`config.mk`:
```
export PLATFORM = sky130hd
export DESIGN_NAME = fetch_unit
export DESIGN_NICKNAME = d
export VERILOG_FILES = /design/src/rtl/riscv_pkg.sv /design/src/rtl/fetch_fifo.sv /design/src/rtl/fetch_unit.sv
export SDC_FILE = /design/constraint.sdc
export NUM_CORES = 1
export LEC_CHECK = 0
export BUFFER_PORTS_ARGS = -buffer_cell sky130_fd_sc_hd__buf_2
export CAP_MARGIN = 30
export CORE_MARGIN = 2
export CORE_UTILIZATION = 49
export DETAILED_ROUTE_END_ITERATION = 7
export MAX_ROUTING_LAYER = met4
export PLACE_DENSITY = 0.76
export SYNTH_ARGS = -nofsm -noshare
export SYNTH_HDL_FRONTEND = slang
export SYNTH_SLANG_ARGS = --single-unit
```
`constraint.sdc`:
```
create_clock -name clk -period 2.9 [get_ports clk]
set_clock_uncertainty 0.2 [all_clocks]
set_input_delay 0.58 -clock clk [delete_from_list [all_inputs] [get_ports clk]]
set_output_delay 0.58 -clock clk [all_outputs]
set_load 0.02 [all_outputs]
```
`src/rtl/riscv_pkg.sv`:
```
// Shared RISC-V front-end definitions: XLEN, the canonical NOP and the fetch-entry
// record that travels from fetch to decode.
package riscv_pkg;

   localparam int XLEN = 32;
   localparam logic [31:0] INST_NOP = 32'h0000_0013;

   typedef struct packed {
      logic [XLEN-1:0] pc;
      logic [31:0]     inst;
      logic            fault;
   } fetch_entry_t;

   localparam fetch_entry_t ENTRY_RESET = '{pc: '0, inst: INST_NOP, fault: 1'b0};

endpackage

```
`src/rtl/fetch_fifo.sv`:
```
// Synchronous fetch buffer with flush. The head is read straight from storage registers,
// so nothing pushed in a cycle is visible on rdata before the following cycle.
module fetch_fifo
   import riscv_pkg::*;
#(
   parameter int DEPTH = 2
) (
   input  logic         clk,
   input  logic         rst_n,
   input  logic         flush,
   input  logic         push,
   input  fetch_entry_t wdata,
   input  logic         pop,
   output fetch_entry_t rdata,
   output logic         full,
   output logic         empty
);

   localparam int AW = $clog2(DEPTH);

   fetch_entry_t  mem [DEPTH];
   logic [AW:0]   wr_ptr;
   logic [AW:0]   rd_ptr;

   // Pointers carry one extra wrap bit to tell full from empty.
   assign empty = (wr_ptr == rd_ptr);
   assign full  = (wr_ptr[AW] != rd_ptr[AW]) && (wr_ptr[AW-1:0] == rd_ptr[AW-1:0]);
   assign rdata = mem[rd_ptr[AW-1:0]];

   always_ff @(posedge clk or negedge rst_n) begin
      if (!rst_n) begin
         wr_ptr <= '0;
         rd_ptr <= '0;
         for (int i = 0; i < DEPTH; i++) begin
            mem[i] <= ENTRY_RESET;
         end
      end else if (flush) begin
         wr_ptr <= '0;
         rd_ptr <= '0;
      end else begin
         if (push) begin
            mem[wr_ptr[AW-1:0]] <= wdata;
            wr_ptr              <= wr_ptr + 1'b1;
         end
         if (pop && !empty) begin
            rd_ptr <= rd_ptr + 1'b1;
         end
      end
   end

endmodule

```
`src/rtl/fetch_unit.sv`:
```
// Instruction fetch stage: PC register, combinational imem lookup, FB_DEPTH-entry buffer
// toward decode. Optional macro FETCH_FAULT_EN enables misaligned/out-of-range fault tagging.
module fetch_unit
   import riscv_pkg::*;
#(
   parameter logic [XLEN-1:0] RESET_PC  = 32'h0000_0000,
   parameter int              MEM_NBYTE = 4096,
   parameter int              FB_DEPTH  = 2
) (
   input  logic            clk,
   input  logic            rst_n,
   output logic [XLEN-1:0] imem_addr,
   input  logic [31:0]     imem_inst,
   input  logic            redirect_valid,
   input  logic [XLEN-1:0] redirect_pc,
   output logic            out_valid,
   input  logic            out_ready,
   output logic [XLEN-1:0] out_pc,
   output logic [31:0]     out_inst,
   output logic            out_fault
);

   if ((FB_DEPTH < 2) || ((FB_DEPTH & (FB_DEPTH - 1)) != 0) || ((MEM_NBYTE % 4) != 0)) begin : g_bad_cfg
      $error("fetch_unit: FB_DEPTH must be a power of two >= 2 and MEM_NBYTE a multiple of 4");
   end

   logic [XLEN-1:0] pc;
   logic [XLEN-1:0] target;
   logic            full;
   logic            empty;
   logic            pop;
   logic            push;
   logic            can_fetch;
   fetch_entry_t    wentry;
   fetch_entry_t    head;

   assign imem_addr = pc;

   // Redirect wins over everything: the flush also blocks this cycle's push and pop.
   assign pop       = ~empty & out_ready & ~redirect_valid;
   assign can_fetch = ~redirect_valid & (~full | pop);

`ifdef FETCH_FAULT_EN
   localparam logic [XLEN-1:0] LAST_PC = XLEN'(MEM_NBYTE - 4);

   logic halted;
   logic bad_pc;

   assign bad_pc = (pc[1:0] != 2'b00) || (pc > LAST_PC);
   assign push   = can_fetch & ~halted;
   assign wentry = '{pc: pc, inst: (bad_pc ? INST_NOP : imem_inst), fault: bad_pc};
   assign target = redirect_pc;

   // A faulting fetch is the last one until software redirects somewhere sane.
   always_ff @(posedge clk or negedge rst_n) begin
      if (!rst_n) begin
         halted <= 1'b0;
      end else if (redirect_valid) begin
         halted <= 1'b0;
      end else if (push && bad_pc) begin
         halted <= 1'b1;
      end
   end
`else
   assign push   = can_fetch;
   assign wentry = '{pc: pc, inst: imem_inst, fault: 1'b0};
   assign target = {redirect_pc[XLEN-1:2], 2'b00};
`endif

   always_ff @(posedge clk or negedge rst_n) begin
      if (!rst_n) begin
         pc <= RESET_PC;
      end else if (redirect_valid) begin
         pc <= target;
      end else if (push) begin
         pc <= pc + XLEN'(4);
      end
   end

   fetch_fifo #(
      .DEPTH (FB_DEPTH)
   ) u_fifo (
      .clk   (clk),
      .rst_n (rst_n),
      .flush (redirect_valid),
      .push  (push),
      .wdata (wentry),
      .pop   (pop),
      .rdata (head),
      .full  (full),
      .empty (empty)
   );

   assign out_valid = ~empty;
   assign out_pc    = head.pc;
   assign out_inst  = head.inst;
   // Without fault tagging every stored fault bit is zero, so this is constant 0.
   assign out_fault = head.fault;

endmodule

```
==> results summary, run 1 <==
The flow ran to the end, and the final reports show no timing, DRC or antenna violations. The maximum single-stage delay on the critical path came out at between 0.8 and 0.9 ns. Setup violations remaining at the end of the flow were counted as 0.

In this run the register-to-register setup slack is between 0.3 and 0.4 ns. The initial utilization of the core area, before any placement, comes to roughly half. The number of synthesized flops with an enable pin came out at 0. The number of hold-slack violations in the final timing report is 0. The final layout net count is 807. The die outline height came out at about 130 um.

In this run the critical register-to-register path is captured at imem_addr[26]$_DFFE_PN0P_. The worst-margin pin slew came out at slightly below 0.7 ns. The number of buffer and inverter stages on the critical path is 0.

The filler cells instantiated in the layout total 1,210. The clock tree buffer depth came out at 2. The number of pins exceeding their max-slew limit in the final report came out at 0.

The cell count after synthesis is 585. Setup repair after global routing left no endpoint under its margin. The per-cell routed wire length is between 15 and 20 um. Among all flip-flop cells after synthesis, the most frequent one is sky130_fd_sc_hd__dfrtp_1. The worst register-to-register path begins at imem_addr[8]$_DFFE_PN0P_. The count of nets left with antenna violations once routing finished came out at 0. The slowest library cell on the worst path is sky130_fd_sc_hd__or4_1. The area of the die came out at 0.01626 mm2.

The worst slew slack as a fraction of its limit came out at around 53%. In this run the clock root is driven by a sky130_fd_sc_hd__clkbuf_16. Of the cells placed in the final design, the portion with a size suffix greater than 1 is 54.27%. In this run the power density over the cells is between 1000 and 1500 mW/mm2. The first global-routing pass estimated 27,700 um of wire.

The final critical-path required period is roughly 2.6 ns. The area added between synthesis and finish is 21.47%. The placement-stage worst setup slack came out at 0.1698 ns. The min-delay analysis places its worst path in the category input pin to flop. The maximum fanout count along the critical path is 19. The final critical-path share of the clock period came out at around nine tenths. The overall overflow remaining after global route came out at 0. The first-pass iteration count of the detailed router is 4. The share of flip-flops with an asynchronous set or reset after synthesis is 100.0%.

The number of cells on the worst reg-to-reg path is 4. The clock insertion delay at the later pin of the skew report came out at 0.42 ns. The count of standard-cell rows came out at 45. The core footprint is 0.01503 mm2.

The number of different library cells used by synthesis comes to 46. The worst hold path was traced through 3 stages. STA classifies the critical path endpoint as a flop. Summed over all nets, the half-perimeter wirelength after detailed placement is ~12,000 um. The tool flagged a number of max-cap violations equal to 0.

The count of non-filler cells in the finished layout is 939. Data on the critical path is required at its endpoint by between 3 and 4 ns. The worst ir drop on vdd is about 0.55 mV. The total power draw is just over 10 mW.

The last weighted congestion value of the routability-driven placer came out at 0.8106. The number of placed cells counting well taps is between 900 and 1,000. After clock tree synthesis, the repair step resized 0 gates. The worst setup path is of the flop to flop kind. The netlist area before placement is between 0.007 and 0.008 mm2. The CTS buffer count came out at 17. Setup slack closes at approximately 0.3 ns. Across every metal layer, demand over resource in global routing totals 22.37%.

The number of H-tree levels is 4. The number of vias after detailed routing came out at 5,302. The largest net degree at the start of global routing came out at around 70.

The share of the core filled with cells is just over 60%. The die width came out at approximately 130 um. The number of global-route vias before repair is approximately 5,500.

The total negative slack came out at 0 ns. By instance count, the cell type seen most on the critical path is sky130_fd_sc_hd__or4_1. The proportion of synthesized chip area in sequential cells came out at between 50% and 60%. In this design, the largest share of critical-path delay is due to simple AND/OR/NAND/NOR gates. The average size of a mapped cell came out at roughly 13 um2. The count of clock tree sinks is 158. The clock transition at the register clock pins on the worst setup and hold paths after CTS came out at around 0.06 ns. The mean number of vias per cell came out at roughly 5.6. STA classifies the critical path startpoint as a flop. In the routed design, unresolved DRC markers number 0.

For hold timing, the worst endpoint is imem_addr[2]$_DFFE_PN0P_. TritonCTS built the clock tree. The violation count after the first detailed-routing iteration is approximately 330.

The number of post-CTS setup repair buffers came out at 0. During synthesis, Yosys emitted a total of 0 warnings. The critical hold path startpoint is redirect_pc[2]. Traced cell by cell, the critical path runs through nand3_4 -> or4_1 -> or4_1 -> a31oi_1. The number of I/O port buffers came out at between 150 and 200.

The arrival time of the worst setup path is around 2.7 ns. The reported leakage power came out at 3.912 nW. Summed over all layers, the routed wires come to roughly 17,000 um. The initial antenna violation count is 1. The fmax is about 0.39 GHz. The I/O pin count is between 150 and 200. The number of storage elements in the synthesis netlist came out at approximately 160.
-- power by group --
group          switching [mW]  leakage (nW)  internal, mW
Combinational            2.26          1.81          2.10
Sequential              0.555          1.84          3.18
Clock                   0.862         0.259          1.24
-- layout by cell type, fill, tap and decap left out, types with 2 or more instances in the layout --
cell	n
sky130_fd_sc_hd__nor4_1	6
sky130_fd_sc_hd__clkbuf_8	3
sky130_fd_sc_hd__nand3_1	17
sky130_fd_sc_hd__inv_1	10
sky130_fd_sc_hd__mux2_2	186
sky130_fd_sc_hd__clkbuf_16	17
sky130_fd_sc_hd__a311o_1	4
sky130_fd_sc_hd__buf_4	9
sky130_fd_sc_hd__or3_1	5
sky130_fd_sc_hd__a311oi_1	5
sky130_fd_sc_hd__a31o_2	4
sky130_fd_sc_hd__nand2_1	21
sky130_fd_sc_hd__nand4_1	6
sky130_fd_sc_hd__xnor2_1	8
sky130_fd_sc_hd__a31oi_1	19
sky130_fd_sc_hd__nor2b_1	2
sky130_fd_sc_hd__o21ai_0	10
sky130_fd_sc_hd__dfrtp_1	151
sky130_fd_sc_hd__conb_1	5
sky130_fd_sc_hd__nand3_4	2
sky130_fd_sc_hd__clkinv_2	3
sky130_fd_sc_hd__o31ai_1	12
sky130_fd_sc_hd__dfstp_2	6
sky130_fd_sc_hd__buf_12	5
sky130_fd_sc_hd__nor2_1	25
sky130_fd_sc_hd__o211ai_1	2
sky130_fd_sc_hd__xor2_1	4
sky130_fd_sc_hd__and4_1	2
sky130_fd_sc_hd__buf_2	157
sky130_fd_sc_hd__clkinvlp_4	6
sky130_fd_sc_hd__or4_1	15
-- routing by layer --
layer,routed length (um),GRT usage (%),part of all wire (%),vias up
met2,8526,35.77,51,149
met1,7216,28.25,43,2678
li1,-,-,-,2459
met5,0,-,0,-
met4,205,6.270,1.2,0
met3,887,6.072,5.3,16
-- synthesized netlist by cell type (2+ instances only) --
cell                       count  area, um2
sky130_fd_sc_hd__nor4_1        6      37.54
sky130_fd_sc_hd__clkbuf_1     23      86.33
sky130_fd_sc_hd__xor2_1        4      35.03
sky130_fd_sc_hd__xnor2_1       8      70.07
sky130_fd_sc_hd__dfstp_2       6      157.7
sky130_fd_sc_hd__a311oi_1      5      43.79
sky130_fd_sc_hd__o31ai_1      12      90.09
sky130_fd_sc_hd__mux2_2      186       2095
sky130_fd_sc_hd__inv_1        10      37.54
sky130_fd_sc_hd__o21ai_0      10      50.05
sky130_fd_sc_hd__and4_1        2      17.52
sky130_fd_sc_hd__a31o_2        4      35.03
sky130_fd_sc_hd__buf_2        14      70.07
sky130_fd_sc_hd__nor2_1       25      93.84
sky130_fd_sc_hd__nand2_1      21      78.83
sky130_fd_sc_hd__a311o_1       4      40.04
sky130_fd_sc_hd__dfrtp_1     152       3804
sky130_fd_sc_hd__nand4_1       6      37.54
sky130_fd_sc_hd__or3_1         5      31.28
sky130_fd_sc_hd__a31oi_1      19      118.9
sky130_fd_sc_hd__nor2b_1       2      12.51
sky130_fd_sc_hd__buf_4         5      37.54
sky130_fd_sc_hd__or4_1        15      112.6
sky130_fd_sc_hd__o211ai_1      2      15.01
sky130_fd_sc_hd__nand3_1      18      90.09
-- repair_timing --
| item | in CTS | in global routing |
|---|---|---|
| hold buffers | 1 | 0 |
| endpoints found under the setup margin | 0 | 0 |
| hold endpoints to repair | 64 | 0 |
-- flip-flops by register name, indices dropped and copies added (netlist names) --
register and flops:
u_fifo.wr_ptr 2, u_fifo.rd_ptr 2, u_fifo.mem 124, imem_addr 30
-- metrics by stage --
stage / cell area, um2 / hold slack (ns)
after global placement: 8509 / 0.2808
after floorplan: 7492 / 0.08441
after CTS: 9080 / 0.1526
after detailed placement: 8509 / 0.2873
final: 9082 / 0.1702
after global routing: 9082 / 0.1751
-- worst min-delay path: stages --
cell	delay (ns)
sky130_fd_sc_hd__buf_2	0.07
sky130_fd_sc_hd__nand2_1	0.04
sky130_fd_sc_hd__o21ai_0	0.06
-- cell type report --
cell class,instances,area [um2],share of cell area [%]
flip-flops and latches,158,3963,43.63
multi-input cells,377,3306,36.40
repair buffers,173,974.7,10.73
clock buffers,21,470.5,5.180
well taps,188,235.2,2.590
clock inverters,10,90.09,0.9919
inverters,11,41.29,0.4546
diodes,1,2.502,0.02755
-- how the worst max path moves through the flow --
stage,cells after the start,from,slack (ns),to
global placement,6,redirect_valid,0.22,u_fifo.mem[11]$_DFFE_PN0P_
finish,4,imem_addr[8]$_DFFE_PN0P_,0.30,imem_addr[26]$_DFFE_PN0P_
detailed placement,6,redirect_valid,0.17,u_fifo.mem[29]$_DFFE_PN0P_
CTS,4,imem_addr[8]$_DFFE_PN0P_,0.30,imem_addr[26]$_DFFE_PN0P_
global route,4,imem_addr[8]$_DFFE_PN0P_,0.16,imem_addr[20]$_DFFE_PN0P_
floorplan,6,imem_addr[16]$_DFFE_PN0P_,0.54,imem_addr[31]$_DFFE_PN0P_
-- kinds of logic after synthesis --
logic type	after synthesis	synth area share [%]
other cells	1	0.05015
xor+xnor	12	1.406
compound gates	63	6.125
simple gates	109	7.932
buf+inv	54	3.196
mux	187	28.15
fa+ha+maj	1	0.1673
flops	158	52.98
Note: power is estimated with default switching activity, not from simulation.
==> run 2, diff against run 1 <==
Settings changed: CORE_ASPECT_RATIO set to 0.8.
==> results summary, run 2 (synthesized netlist as in run 1, its figures left out) <==
The clock transition at the register clock pins on the worst setup and hold paths after CTS is around 0.06 ns. After filler insertion, the fill cell instance count of the layout stands at around 1,200. After detailed routing, the number of vias per cell comes to approximately 5.7. The number of pins exceeding their max-slew limit in the final report came out at 0. For this run, design rule violations remaining after detail routing come to 0. The number of failing setup endpoints in the final timing report is 0. The top cell types in the final layout, fill and taps aside, are 186 x sky130_fd_sc_hd__mux2_2, 157 x sky130_fd_sc_hd__buf_2, 151 x sky130_fd_sc_hd__dfrtp_1, 25 x sky130_fd_sc_hd__nor2_1, 21 x sky130_fd_sc_hd__nand2_1. The number of cells on the worst reg-to-reg path is 4. The critical path startpoint category is a flop. For this run, the post-layout net count is 809. The number of placed cells counting well taps came out at 909. The TritonCTS clock tree is done.

The worst slew slack as a fraction of its limit came out at between 50% and 60%. The detailed router used layers up to and including met4. The clock insertion delay at the later pin of the skew report is about 0.4 ns.

The met3 layer wire length in the routed design is 1062 um. The flip-flop count of the largest register after layout came out at 124. Setup repair after global routing left no endpoint under its margin. In the final layout, the share of cells above drive strength 1 is a little over half.

The post-cts resize count came out at 0. The number of antenna-violating nets in the routed design came out at 0. Across all hold checks on the routed design, the worst slack comes to between 0.15 and 0.2 ns.

The routed wire length is 17,100 um. For this design, the sink count on the clock tree is approximately 160. The total overflow left after global routing is 0. Summed over all nets, the half-perimeter wirelength after detailed placement is between 10,000 and 15,000 um. The tree is rooted in a sky130_fd_sc_hd__clkbuf_16. u_fifo.mem holds more flip-flops than any other register. Pin placement for this block handled 166 I/O pins. The worst-case IR drop observed on VDD is approximately 0.63 mV. Entering global routing, the biggest net connects 66 pins. For the pin with the worst max-slew slack, the measured transition is around 0.67 ns.

The fmax is between 0.3 and 0.4 GHz. The total negative slack is 0 ns. Across the run, the number of max-cap violations was 0. Dividing total power by cell area gives a power density of 1122 mW/mm2. The violation count after the first detailed-routing iteration is roughly 360. The worst path uses ~89% of the clock period. The final critical-path required period came out at approximately 2.6 ns. The number of hold-slack violations in the final timing report came out at 0. In the global route stage, overall resource usage came out at a little under a quarter. The wire length of the first global-routing pass came out at 27,660 um. For this configuration, the core starts out at a cell density of 49.97%. The setup path with the least slack is of type flop to flop. The number of global-route vias before repair is 5,464. The reported leakage power came out at ~4 nW. The count of standard-cell rows is 40. The number of post-CTS setup repair buffers is 0. The run finished with clean final reports. The maximum fanout count along the critical path is 19. The total power draw came out at 10.18 mW. Counting instances, the worst hold path has a depth of 3. The CTS buffer count came out at 17. Summed over all nets, wire length on met2 after detailed routing comes to roughly 8400 um. The arrival time of the worst setup path came out at around 2.7 ns. Compared with the post-synthesis result, the final layout area differs by 21.34%.

Before antenna repair, the detailed router went through 4 iterations. The share of the core filled with cells is approximately three fifths. The number of H-tree levels is 4.

The clock tree buffer depth came out at 2. The endpoint required time on the critical path came out at a little over 3 ns. The region available for standard cell placement spans 0.01496 mm2. The number of vias after detailed routing is around 5,400.

Input and output buffers added on the ports amount to 158. The count of non-filler cells in the finished layout is about 940. In this run the worst hold path is classified as input pin to flop. The wire length on met1 came out at between 7000 and 8000 um. The area of the die came out at between 0.015 and 0.02 mm2. The last weighted congestion value of the routability-driven placer came out at 0.8736. The die outline height came out at around 110 um. STA classifies the critical path endpoint as a flop.

Leaving out fill and tap cells, the most frequent cell in the layout is sky130_fd_sc_hd__mux2_2. The per-cell routed wire length is approximately 18 um. The initial antenna violation count came to 1. The die width is ~140 um.
-- run 2: metal layers --
| metal | vias to the layer above | track usage [%] |
|---|---|---|
| met5 | - | - |
| met2 | 169 | 35.39 |
| met1 | 2730 | 29.49 |
| met3 | 8 | 5.270 |
| met4 | 0 | 7.400 |
| li1 | 2470 | - |
-- run 2: stage by stage --
stage / cell area (um2) / setup slack [ns]
after floorplan: 7492 / 0.5379
after global placement: 8501 / 0.4276
after detailed placement: 8501 / 0.3626
after CTS: 9070 / 0.3326
after global routing: 9072 / 0.1952
final: 9072 / 0.3169
-- run 2: critical path, cell delays in order (launching register included) --
cell                      delay [ns]
sky130_fd_sc_hd__dfrtp_1        0.51
sky130_fd_sc_hd__nand3_4        0.15
sky130_fd_sc_hd__or4_1          0.83
sky130_fd_sc_hd__or4_1          0.59
sky130_fd_sc_hd__a31oi_1        0.21
-- run 2: where the power goes --
group          total [mW]  switching [mW]  internal [mW]
Sequential           3.72           0.544           3.18
Combinational        4.37            2.28           2.09
Clock                2.09           0.849           1.24
Total                10.2            3.67           6.51
-- run 2: cell type report --
cell class | instances | area (um2) | share of cell area [%]
diodes | 1 | 2.502 | 0.02758
clock inverters | 11 | 88.84 | 0.9792
flip-flops and latches | 158 | 3963 | 43.68
well taps | 189 | 236.5 | 2.607
multi-input cells | 377 | 3306 | 36.44
inverters | 11 | 41.29 | 0.4551
clock buffers | 21 | 470.5 | 5.185
repair buffers | 175 | 964.7 | 10.63
-- run 2: worst paths after layout --
path                                                  from                          to  slack (ns)
worst max register to register    imem_addr[9]$_DFFE_PN0P_   imem_addr[20]$_DFFE_PN0P_        0.32
worst max-delay path              imem_addr[9]$_DFFE_PN0P_   imem_addr[20]$_DFFE_PN0P_        0.32
min in group asynchronous                            rst_n  u_fifo.mem[69]$_DFFE_PN0P_        0.48
worst min-delay path                        redirect_pc[9]    imem_addr[9]$_DFFE_PN0P_        0.17
max in group asynchronous                            rst_n   u_fifo.mem[2]$_DFFE_PN1P_        1.26
worst min register to register  u_fifo.mem[18]$_DFFE_PN0P_  u_fifo.mem[18]$_DFFE_PN0P_        0.30
-- run 2: repair_timing --
action | 4_1_cts | 5_1_grt
endpoints found under the hold margin | 50 | 0
endpoints found under the setup margin | 0 | 0
hold buffers | 1 | 0
